$ cat src/rtl/rv_exec_stage_pkg.sv
// Shared RV32I definitions for the execute stage and the fetch/decode stage:
// opcode and funct3 constants, the EBREAK encoding and the stage FSM states.
package rv_exec_stage_pkg;

  localparam logic [6:0] OP_ALUREG = 7'b0110011;
  localparam logic [6:0] OP_ALUIMM = 7'b0010011;
  localparam logic [6:0] OP_LOAD   = 7'b0000011;
  localparam logic [6:0] OP_STORE  = 7'b0100011;
  localparam logic [6:0] OP_BRANCH = 7'b1100011;
  localparam logic [6:0] OP_JAL    = 7'b1101111;
  localparam logic [6:0] OP_JALR   = 7'b1100111;
  localparam logic [6:0] OP_LUI    = 7'b0110111;
  localparam logic [6:0] OP_AUIPC  = 7'b0010111;
  localparam logic [6:0] OP_SYSTEM = 7'b1110011;

  localparam logic [2:0] F3_ADD  = 3'b000;
  localparam logic [2:0] F3_SLL  = 3'b001;
  localparam logic [2:0] F3_SLT  = 3'b010;
  localparam logic [2:0] F3_SLTU = 3'b011;
  localparam logic [2:0] F3_XOR  = 3'b100;
  localparam logic [2:0] F3_SR   = 3'b101;
  localparam logic [2:0] F3_OR   = 3'b110;
  localparam logic [2:0] F3_AND  = 3'b111;

  localparam logic [31:0] INSTR_EBREAK = 32'h0010_0073;

  typedef enum logic [1:0] {
    S_WAIT_INSTR = 2'd0,
    S_READ_REGS  = 2'd1,
    S_EXECUTE    = 2'd2,
    S_HALT       = 2'd3
  } exec_state_e;

endpackage

$ cat src/rtl/rv_exec_stage_regfile.sv
// rv_regfile: 32 x 32-bit register file, two synchronous read ports and one
// write port. x0 reads as zero and writes to it are dropped.
// Ports: clk; raddr1_i/raddr2_i -> rdata1_o/rdata2_o (one cycle later);
//        we_i, waddr_i, wdata_i write port.
module rv_regfile (
  input  logic        clk,
  input  logic [4:0]  raddr1_i,
  input  logic [4:0]  raddr2_i,
  output logic [31:0] rdata1_o,
  output logic [31:0] rdata2_o,
  input  logic        we_i,
  input  logic [4:0]  waddr_i,
  input  logic [31:0] wdata_i
);

  logic [31:0] mem_q [32];
  logic [31:0] rd1_q, rd2_q;
  logic        zero1_q, zero2_q;

  // No reset on the array or read registers so the array maps onto block RAM.
  always_ff @(posedge clk) begin
    if (we_i && (waddr_i != 5'd0)) mem_q[waddr_i] <= wdata_i;
    rd1_q   <= mem_q[raddr1_i];
    rd2_q   <= mem_q[raddr2_i];
    zero1_q <= (raddr1_i == 5'd0);
    zero2_q <= (raddr2_i == 5'd0);
  end

  // x0 is masked at the output since the RAM word 0 is never initialised.
  assign rdata1_o = zero1_q ? 32'd0 : rd1_q;
  assign rdata2_o = zero2_q ? 32'd0 : rd2_q;

endmodule

$ cat src/rtl/rv_exec_stage.sv
// rv_exec_stage: execute/write-back stage of the RV32I core. Takes one
// instruction per valid/ready handshake, reads rs1/rs2, runs ALUreg/ALUimm
// operations, writes rd, and halts on EBREAK.
// Ports: clk, resetn (sync, active-low); instr_valid/instr/instr_ready input
//        handshake; wb_valid/wb_rd/wb_data write-back report; unsupported
//        pulse for opcodes not executed here; halted after EBREAK.
module rv_exec_stage
  import rv_exec_stage_pkg::*;
#(
  parameter bit HALT_ON_EBREAK = 1'b1
) (
  input  logic        clk,
  input  logic        resetn,
  input  logic        instr_valid,
  input  logic [31:0] instr,
  output logic        instr_ready,
  output logic        wb_valid,
  output logic [4:0]  wb_rd,
  output logic [31:0] wb_data,
  output logic        unsupported,
  output logic        halted
);

  exec_state_e state_q;
  logic [31:0] instr_q;
  logic [4:0]  wb_rd_q;
  logic [31:0] wb_data_q;
  logic        halted_q;

  logic [31:0] rs1, rs2, op_b, alu_res;
  logic [4:0]  shamt;
  logic        is_alureg, is_aluimm, is_alu, is_ebreak, in_exec;

  rv_regfile u_regfile (
    .clk      (clk),
    .raddr1_i (instr_q[19:15]),
    .raddr2_i (instr_q[24:20]),
    .rdata1_o (rs1),
    .rdata2_o (rs2),
    .we_i     (wb_valid),
    .waddr_i  (instr_q[11:7]),
    .wdata_i  (alu_res)
  );

  assign is_alureg = (instr_q[6:0] == OP_ALUREG);
  assign is_aluimm = (instr_q[6:0] == OP_ALUIMM);
  assign is_alu    = is_alureg || is_aluimm;
  assign is_ebreak = (instr_q == INSTR_EBREAK);

  assign op_b  = is_alureg ? rs2 : {{20{instr_q[31]}}, instr_q[31:20]};
  assign shamt = op_b[4:0];

  always_comb begin
    alu_res = 32'd0;
    unique case (instr_q[14:12])
      F3_ADD:  alu_res = (is_alureg && instr_q[30]) ? (rs1 - op_b) : (rs1 + op_b);
      F3_SLL:  alu_res = rs1 << shamt;
      F3_SLT:  alu_res = {31'd0, $signed(rs1) < $signed(op_b)};
      F3_SLTU: alu_res = {31'd0, rs1 < op_b};
      F3_XOR:  alu_res = rs1 ^ op_b;
      F3_SR:   alu_res = instr_q[30] ? 32'($signed(rs1) >>> shamt) : (rs1 >> shamt);
      F3_OR:   alu_res = rs1 | op_b;
      F3_AND:  alu_res = rs1 & op_b;
      default: alu_res = 32'd0;
    endcase
  end

  // Write-back and unsupported pulses are live during EXECUTE; gating with
  // resetn abandons an instruction cleanly if reset lands in that cycle.
  assign in_exec     = resetn && (state_q == S_EXECUTE);
  assign wb_valid    = in_exec && is_alu && (instr_q[11:7] != 5'd0);
  assign unsupported = in_exec && !is_alu && !is_ebreak;
  assign instr_ready = resetn && (state_q == S_WAIT_INSTR);
  assign halted      = halted_q;

  // Report the live result during the pulse, then hold it until the next one.
  assign wb_rd   = wb_valid ? instr_q[11:7] : wb_rd_q;
  assign wb_data = wb_valid ? alu_res       : wb_data_q;

  always_ff @(posedge clk) begin
    if (!resetn) begin
      state_q   <= S_WAIT_INSTR;
      instr_q   <= 32'd0;
      wb_rd_q   <= 5'd0;
      wb_data_q <= 32'd0;
      halted_q  <= 1'b0;
    end else begin
      unique case (state_q)
        S_WAIT_INSTR: begin
          if (instr_valid) begin
            instr_q <= instr;
            state_q <= S_READ_REGS;
          end
        end
        S_READ_REGS: state_q <= S_EXECUTE;
        S_EXECUTE: begin
          if (wb_valid) begin
            wb_rd_q   <= instr_q[11:7];
            wb_data_q <= alu_res;
          end
          if (is_ebreak && HALT_ON_EBREAK) begin
            state_q  <= S_HALT;
            halted_q <= 1'b1;
          end else begin
            state_q <= S_WAIT_INSTR;
          end
        end
        S_HALT: state_q <= S_HALT;
        default: state_q <= S_WAIT_INSTR;
      endcase
    end
  end

endmodule
$ cat config.mk
export PLATFORM = sky130hd
export DESIGN_NAME = rv_exec_stage
export DESIGN_NICKNAME = d
export VERILOG_FILES = /design/src/rtl/rv_exec_stage_pkg.sv /design/src/rtl/rv_exec_stage_regfile.sv /design/src/rtl/rv_exec_stage.sv
export SDC_FILE = /design/constraint.sdc
export NUM_CORES = 2
export LEC_CHECK = 0
export CAP_MARGIN = 20
export CORE_MARGIN = 10
export CORE_UTILIZATION = 55
export CTS_CLUSTER_DIAMETER = 200
export DETAILED_ROUTE_END_ITERATION = 6
export PLACE_DENSITY = 0.71
export SLEW_MARGIN = 20
export SYNTH_ARGS = -nofsm -noshare
export SYNTH_HDL_FRONTEND = slang
export SYNTH_SLANG_ARGS = --single-unit
$ cat constraint.sdc
create_clock -name clk -period 9.05 [get_ports clk]
set_clock_uncertainty 0.2 [all_clocks]
set_input_delay 1.81 -clock clk [delete_from_list [all_inputs] [get_ports clk]]
set_output_delay 1.81 -clock clk [all_outputs]
set_load 0.02 [all_outputs]
Word-level counts from Yosys, hierarchy flattened
Memory sizes are Yosys's and may differ from the RTL's. A register that Yosys moved wholly into a read port is not among the register bits. Index checks and enable logic that the tools add are counted.

Memories: 1. Bits in writable memories: 1024. Bits in registers: 74. Output and inout bits: 41. Word-level logic and storage cells: 63.

Memory list: u_regfile.mem_q (words 32, width 32, read ports 2, clocked after Yosys merged registers in 2, wr ports 1, line rv_exec_stage_regfile.sv:16) `logic [31:0] mem_q [32];`.

Add/subtract/negate cells: 2. Equality and inequality tests: 14. Reductions and logical operators: 18. Mux-type cells: 13. Magnitude comparators: 2. Bitwise gates (word level): 3. Shift-type cells: 3.

Operators by type and width (number): 32-bit case mux with 8 select lines (1); 32-bit two-way mux (6); 32-bit < comparator (2); 32-bit adder (1); 32-bit AND (1); 32-bit by 21-bit == test with 1-bit output, second input constant (1); 32-bit OR (1); 32-bit by 5-bit left shift with 32-bit output (1); 32-bit by 5-bit right shift with 32-bit output (1); 32-bit by 5-bit >>> shifter with 32-bit output (1); 32-bit subtractor (1); 32-bit bitwise XOR (1); 3-bit == test, second input constant (4); 5-bit zero test (2); 1-bit logical AND (8); 2-bit case mux with 4 select lines (1); 7-bit by 5-bit == test with 1-bit output, second input constant (1); 7-bit by 6-bit == test with 1-bit output, second input constant (1); 3-bit by 2-bit == test with 1-bit output, second input constant (2); 5-bit two-way mux (1); 5-bit nonzero test (1); 2-bit == test, second input constant (2); 2-bit two-way mux (2); 2-bit AND reduction (2); 8 further kinds (10).

Logic depth before layout (Yosys ltp)
Depth after elaboration: 7. Gate-level depth with buffers: 20. Mapped depth without buffers: 16.

Cells and area by module
A second synthesis with hierarchy kept.

Cells, all modules: 5226. Area total of the unflattened synthesis: 64065.2 um^2.

Modules (own cells, without submodules): rv_regfile (area an instance 49172.2 um^2, sequential area each 32070.8 um^2, times used 1, cells an instance 3014); rv_exec_stage (area an instance 14893.0 um^2, sequential area each 1441.4 um^2, times used 1, cells an instance 2212).

Worst setup path after synthesis
OpenSTA, ideal clock, no wires.

Path type: flip-flop to output port. Start: register instr_q[2]. End: output wb_data[22]. Arrival: 5.128 ns. Stages on the path, launching flop included: 20. Path buffers: 6. Slack: 1.912 ns. Cell sequence: dfxtp_1 -> or3b_1 -> buf_2 -> buf_2 -> o21ai_0 -> o21a_1 -> buf_2 -> buf_2 -> buf_1 -> ha_1 -> clkbuf_1 -> nor3b_1 -> o21ai_0 -> a32oi_1 -> a41o_1 -> o211ai_1 -> a21oi_1 -> xnor2_1 -> o211ai_1 -> mux2_2.

Word-level cells in the longest chain between the ends: 6. Elaborated cells on any way between the ends: 19.

RTL lines: start, declared (line rv_exec_stage.sv:25) `logic [31:0] instr_q;`; start signal, assigned (line rv_exec_stage.sv:91) `instr_q <= instr;`; 7-bit by 6-bit == test with 1-bit output (*) (line rv_exec_stage.sv:45) `assign is_alureg = (instr_q[6:0] == OP_ALUREG);`; 32-bit two-way mux (line rv_exec_stage.sv:50) `assign op_b = is_alureg ? rs2 : {{20{instr_q[31]}}, instr_q[31:20]};`; 32-bit adder, or another cell as far along (line rv_exec_stage.sv:56) `F3_ADD: alu_res = (is_alureg && instr_q[30]) ? (rs1 - op_b) : (rs1 + op_b);`; 32-bit two-way mux (on tied branches) (line rv_exec_stage.sv:56, rv_exec_stage.sv:61); 32-bit case mux with 8 select lines (*) (line rv_exec_stage.sv:55) `unique case (instr_q[14:12])`; via alu_res[22] (line rv_exec_stage.sv:30) `logic [31:0] rs1, rs2, op_b, alu_res;`; 32-bit two-way mux (*); end, declared (line rv_exec_stage.sv:19) `output logic [31:0] wb_data,`.

The timed path passes the listed nets; every way through them passes the cells marked *.

Worst setup path after layout
Start: register instr_q[4]. End: output wb_data[27].

Word-level cells in the longest chain between the ends: 6. Elaborated cells on any way between the ends: 19.

RTL lines (line): 7-bit by 6-bit == test with 1-bit output (rv_exec_stage.sv:45); 32-bit two-way mux (rv_exec_stage.sv:50); 32-bit adder, or another cell as far along (rv_exec_stage.sv:56); 32-bit two-way mux (on tied branches) (rv_exec_stage.sv:56, rv_exec_stage.sv:61); 32-bit case mux with 8 select lines (rv_exec_stage.sv:55); 32-bit two-way mux (*).

Every way passes the cells marked *; elsewhere a longest branch is shown, timed or not.

==> flow_summary.toml <==
[clocking]
clk-insertion-delay-late_ns = 0.75
cts_buffers = 115
clk_path_buf_depth = 3
htree_levels = 3
clock_tree_from_tritoncts = "built"
cts.sink_count = 1162
clkTransAtPathRegs_ns = 0.06
clockRootBuffer = "clkbuf_16"
ctsHoldBuffers = 0

[critical_path]
path_class = "flop to output port"
cp-end-kind = "output port"
timing.critical_path.buf_inv = 3
critPathRequiredTime_ns = 7.04
timing.critical_path.slowest_cell_delay_ns = 0.70
timing.critical_path.fanout_max = 14
start_kind = "flop"
timing.critical_path.cells = "or3b_1 -> nor3_2 -> or2_2 -> inv_2 -> ha_1 -> a211oi_1 -> o31ai_1 -> nand4_1 -> a31oi_1 -> o21ai_0 -> nand3_1 -> mux2i_1 -> nor4_1 -> buf_4 -> nor2_1 -> clkdlybuf4s50_1"
kind_of_cell_adding_the_most_delay_to_the_critical_path = "simple AND/OR/NAND/NOR gates"
critical_path.slowest_cell = "o31ai_1"
worst_ep_arrival_ns = 6.89

[floorplan]
die_y_um = 353.4
initial_core_util_pct = 55.33
core_region_area_um2 = 110500
rows = 122
design.die.area_um2 = 124900
die_width_um = 353.4
io_pins = 76

[yosys]
post_synth_num_cell_types = 94
postSynthRegisterBits = 1162
post_synth_main_area_contributors = "edfxtp_1, mux4_2, dfxtp_1"
synth_seq_area_share_pct = 54.81
synthTopCellsByCount = "edfxtp_1, mux4_2, nand2_1"
syn-mean-instance-area_um2 = 15.23
synth_largest_area_cell = "edfxtp_1"
portion_of_synthesized_cell_area_occupied_by_the_leading_cell_type_pct = 50.29
synth-main-ff-cell = "edfxtp_1"
synth_edf_count = 1024
synthesis.yosys.warnings = 0
mappedNetlistArea_um2 = 61150
synthCells = 4014
synthMostInstantiatedCell = "edfxtp_1"
ys_async_sr_fraction_pct = 0

[placement]
final_hpwl_dp_um = 141000
port_buffers = 75
number_of_cells_in_the_design_after_placement = 5439
finalWeightedCongestion = 1.038

[layout]
flow.area_growth_from_synthesis_pct = 11.28
final_cells = 5664
post_route_cells_drive_above_1_share_pct = 27.48
net_count_final = 4203
final_core_utilization_pct = 61.57
final.fill_count = 8146

[status]
status = "finished clean"

[drt]
vias = 41910
met1_length_um = 81990
via_to_cell_ratio = 7.399
dr.max_layer_used = "met5"
total_iterations_of_the_first_detailed_routing_run = 6
routed_wl_um = 220600
routed-wl-met3_um = 25080
detail-route-antenna-nets = 0
met2_wirelength_um = 101100
drt-initial-drc-count = 6382
routed_wire_length_per_instance_um = 38.95
drt_drc_violations_left = 0

[timing]
rsz0062_at_grt = "no"
timing_max_transition_violations_final = 0
max_freq_ghz = 0.1124
relSlewSlack_pct = 18.68
setup-violations-final = 0
timing.final.hold_violations = 0
period_share_pct = 98.33
layout_min_cycle_time_ns = 8.899
setup_tns_ns = 0
worst_slew_pin_slew_ns = 1.207

[global_routing]
grt_start_max_net_pins = 130
grtUsageTotal_pct = 34.84
antenna_violations_before_repair = 17
vias_in_the_first_global_route = 41470
wire_length_of_the_first_global_routing_pass_um = 312300
grt_remaining_overflow = 0

[power]
p_per_area_nw_per_um2 = 211.5
vdd.ir_drop.worst_uv = 174.2
leakage_nw = 21.56
design_power_total_mw = 14.39

[worst_hold_path]
worst_min_delay_path_category = "flop to flop"

[flow_run]
drv.max_cap_violation_count = 0
-- cell type report --
type	instances	area, um2	area share (%)
sequential	1162	33550	49.30
multi-input combinational	2454	26420	38.83
clock buffer	161	3222	4.735
timing repair buffer	222	1943	2.856
tap	1488	1862	2.736
clock inverter	56	595.6	0.8753
inverter	116	436.7	0.6417
antenna	5	12.51	0.01839
-- kinds of logic after synthesis --
| kind of cell | Yosys count | synth area share [%] |
|---|---|---|
| XOR/XNOR | 24 | 0.3438 |
| adder cells (fa/ha/maj) | 97 | 1.997 |
| AND/OR/NAND/NOR | 778 | 5.936 |
| buffers and inverters | 429 | 2.760 |
| AO/OA/AOI/OAI | 758 | 8.271 |
| other | 1 | 0.006133 |
| multiplexers | 765 | 25.88 |
| flip-flops | 1162 | 54.81 |
-- layout by cell type, fill, tap and decap left out, types with 30 or more instances in the layout --
cell / Yosys / final
mux2_2: 74 / 74
o21ai_0: 148 / 148
nor2_1: 192 / 160
nor2_4: 0 / 33
nand3_1: 70 / 70
conb_1: 1 / 32
a31oi_1: 46 / 45
clkbuf_1: 209 / 30
o211ai_1: 43 / 43
nor4_1: 30 / 30
dfxtp_1: 138 / 126
inv_1: 108 / 107
a21o_1: 37 / 37
a211oi_1: 51 / 51
nand2_1: 269 / 261
a21oi_1: 196 / 195
nor3_1: 68 / 66
mux4_2: 645 / 645
nor2b_1: 44 / 43
clkdlybuf4s50_1: 0 / 75
edfxtp_1: 1024 / 1024
mux2i_1: 45 / 43
buf_4: 0 / 138
ha_1: 96 / 96
clkbuf_16: 0 / 116
-- through the flow --
stage / hold WS [ns] / setup slack, ns / instance area [um2]
after floorplan: 0.2392 / 1.912 / 61260
after global placement: 0.2509 / 0.9059 / 64100
after detailed placement: 0.2609 / 0.8612 / 64140
after CTS: 0.2695 / 0.06116 / 67960
after global routing: 0.2982 / 0.01159 / 68030
final: 0.2682 / 0.1514 / 68050
-- sequential cells by signal, summed over array words and instances (netlist names), 2 cells and up --
register / cells
instr_q: 32
state_q: 2
u_regfile.mem_q: 1024
u_regfile.rd1_q: 32
u_regfile.rd2_q: 32
wb_data_q: 32
wb_rd_q: 5
-- worst reg2reg max path: stages, from the launching register on --
cell,delay [ns]
dfxtp_1,0.34
or3b_1,0.62
nor3_2,0.48
or2_2,0.38
inv_2,0.19
ha_1,0.39
inv_1,0.08
ha_1,0.15
a21o_1,0.12
a21oi_1,0.11
a31oi_1,0.44
nor4_1,0.15
nor3_1,0.46
a211oi_1,0.14
a41o_1,0.28
nor3_1,0.58
clkinv_1,1.01
-- path summary, 6_finish.rpt --
kind	startpoint	slack [ns]	end	cells past startpoint
worst min register to register	wb_rd_q[2]	0.27	wb_rd_q[2]	2
worst min-delay path	wb_rd_q[2]	0.27	wb_rd_q[2]	2
worst max-delay path	instr_q[4]	0.15	wb_data[27]	16
worst max register to register	instr_q[4]	2.35	u_regfile.mem_q[17][0]	16
-- power breakdown --
group	switching (mW)	internal, mW	leakage [nW]	total (mW)
clock network	2.13	2.70	1.85	4.83
logic	2.06	0.996	9.20	3.06
registers	0.167	6.34	10.5	6.51
total	4.36	10.0	21.6	14.4
-- layer usage --
metal | GRT usage [%] | vias to the layer above
met3 | 7.583 | 595
li1 | - | 16550
met2 | 53.22 | 3057
met4 | 16.75 | 8
met5 | 0 | -
met1 | 47.71 | 21700
-- timing repair --
item,CTS,global route
buffers inserted,0,0
gates resized for setup,0,3
setup endpoints to repair,0,11
No activity file was read; power rests on OpenSTA's default activity.
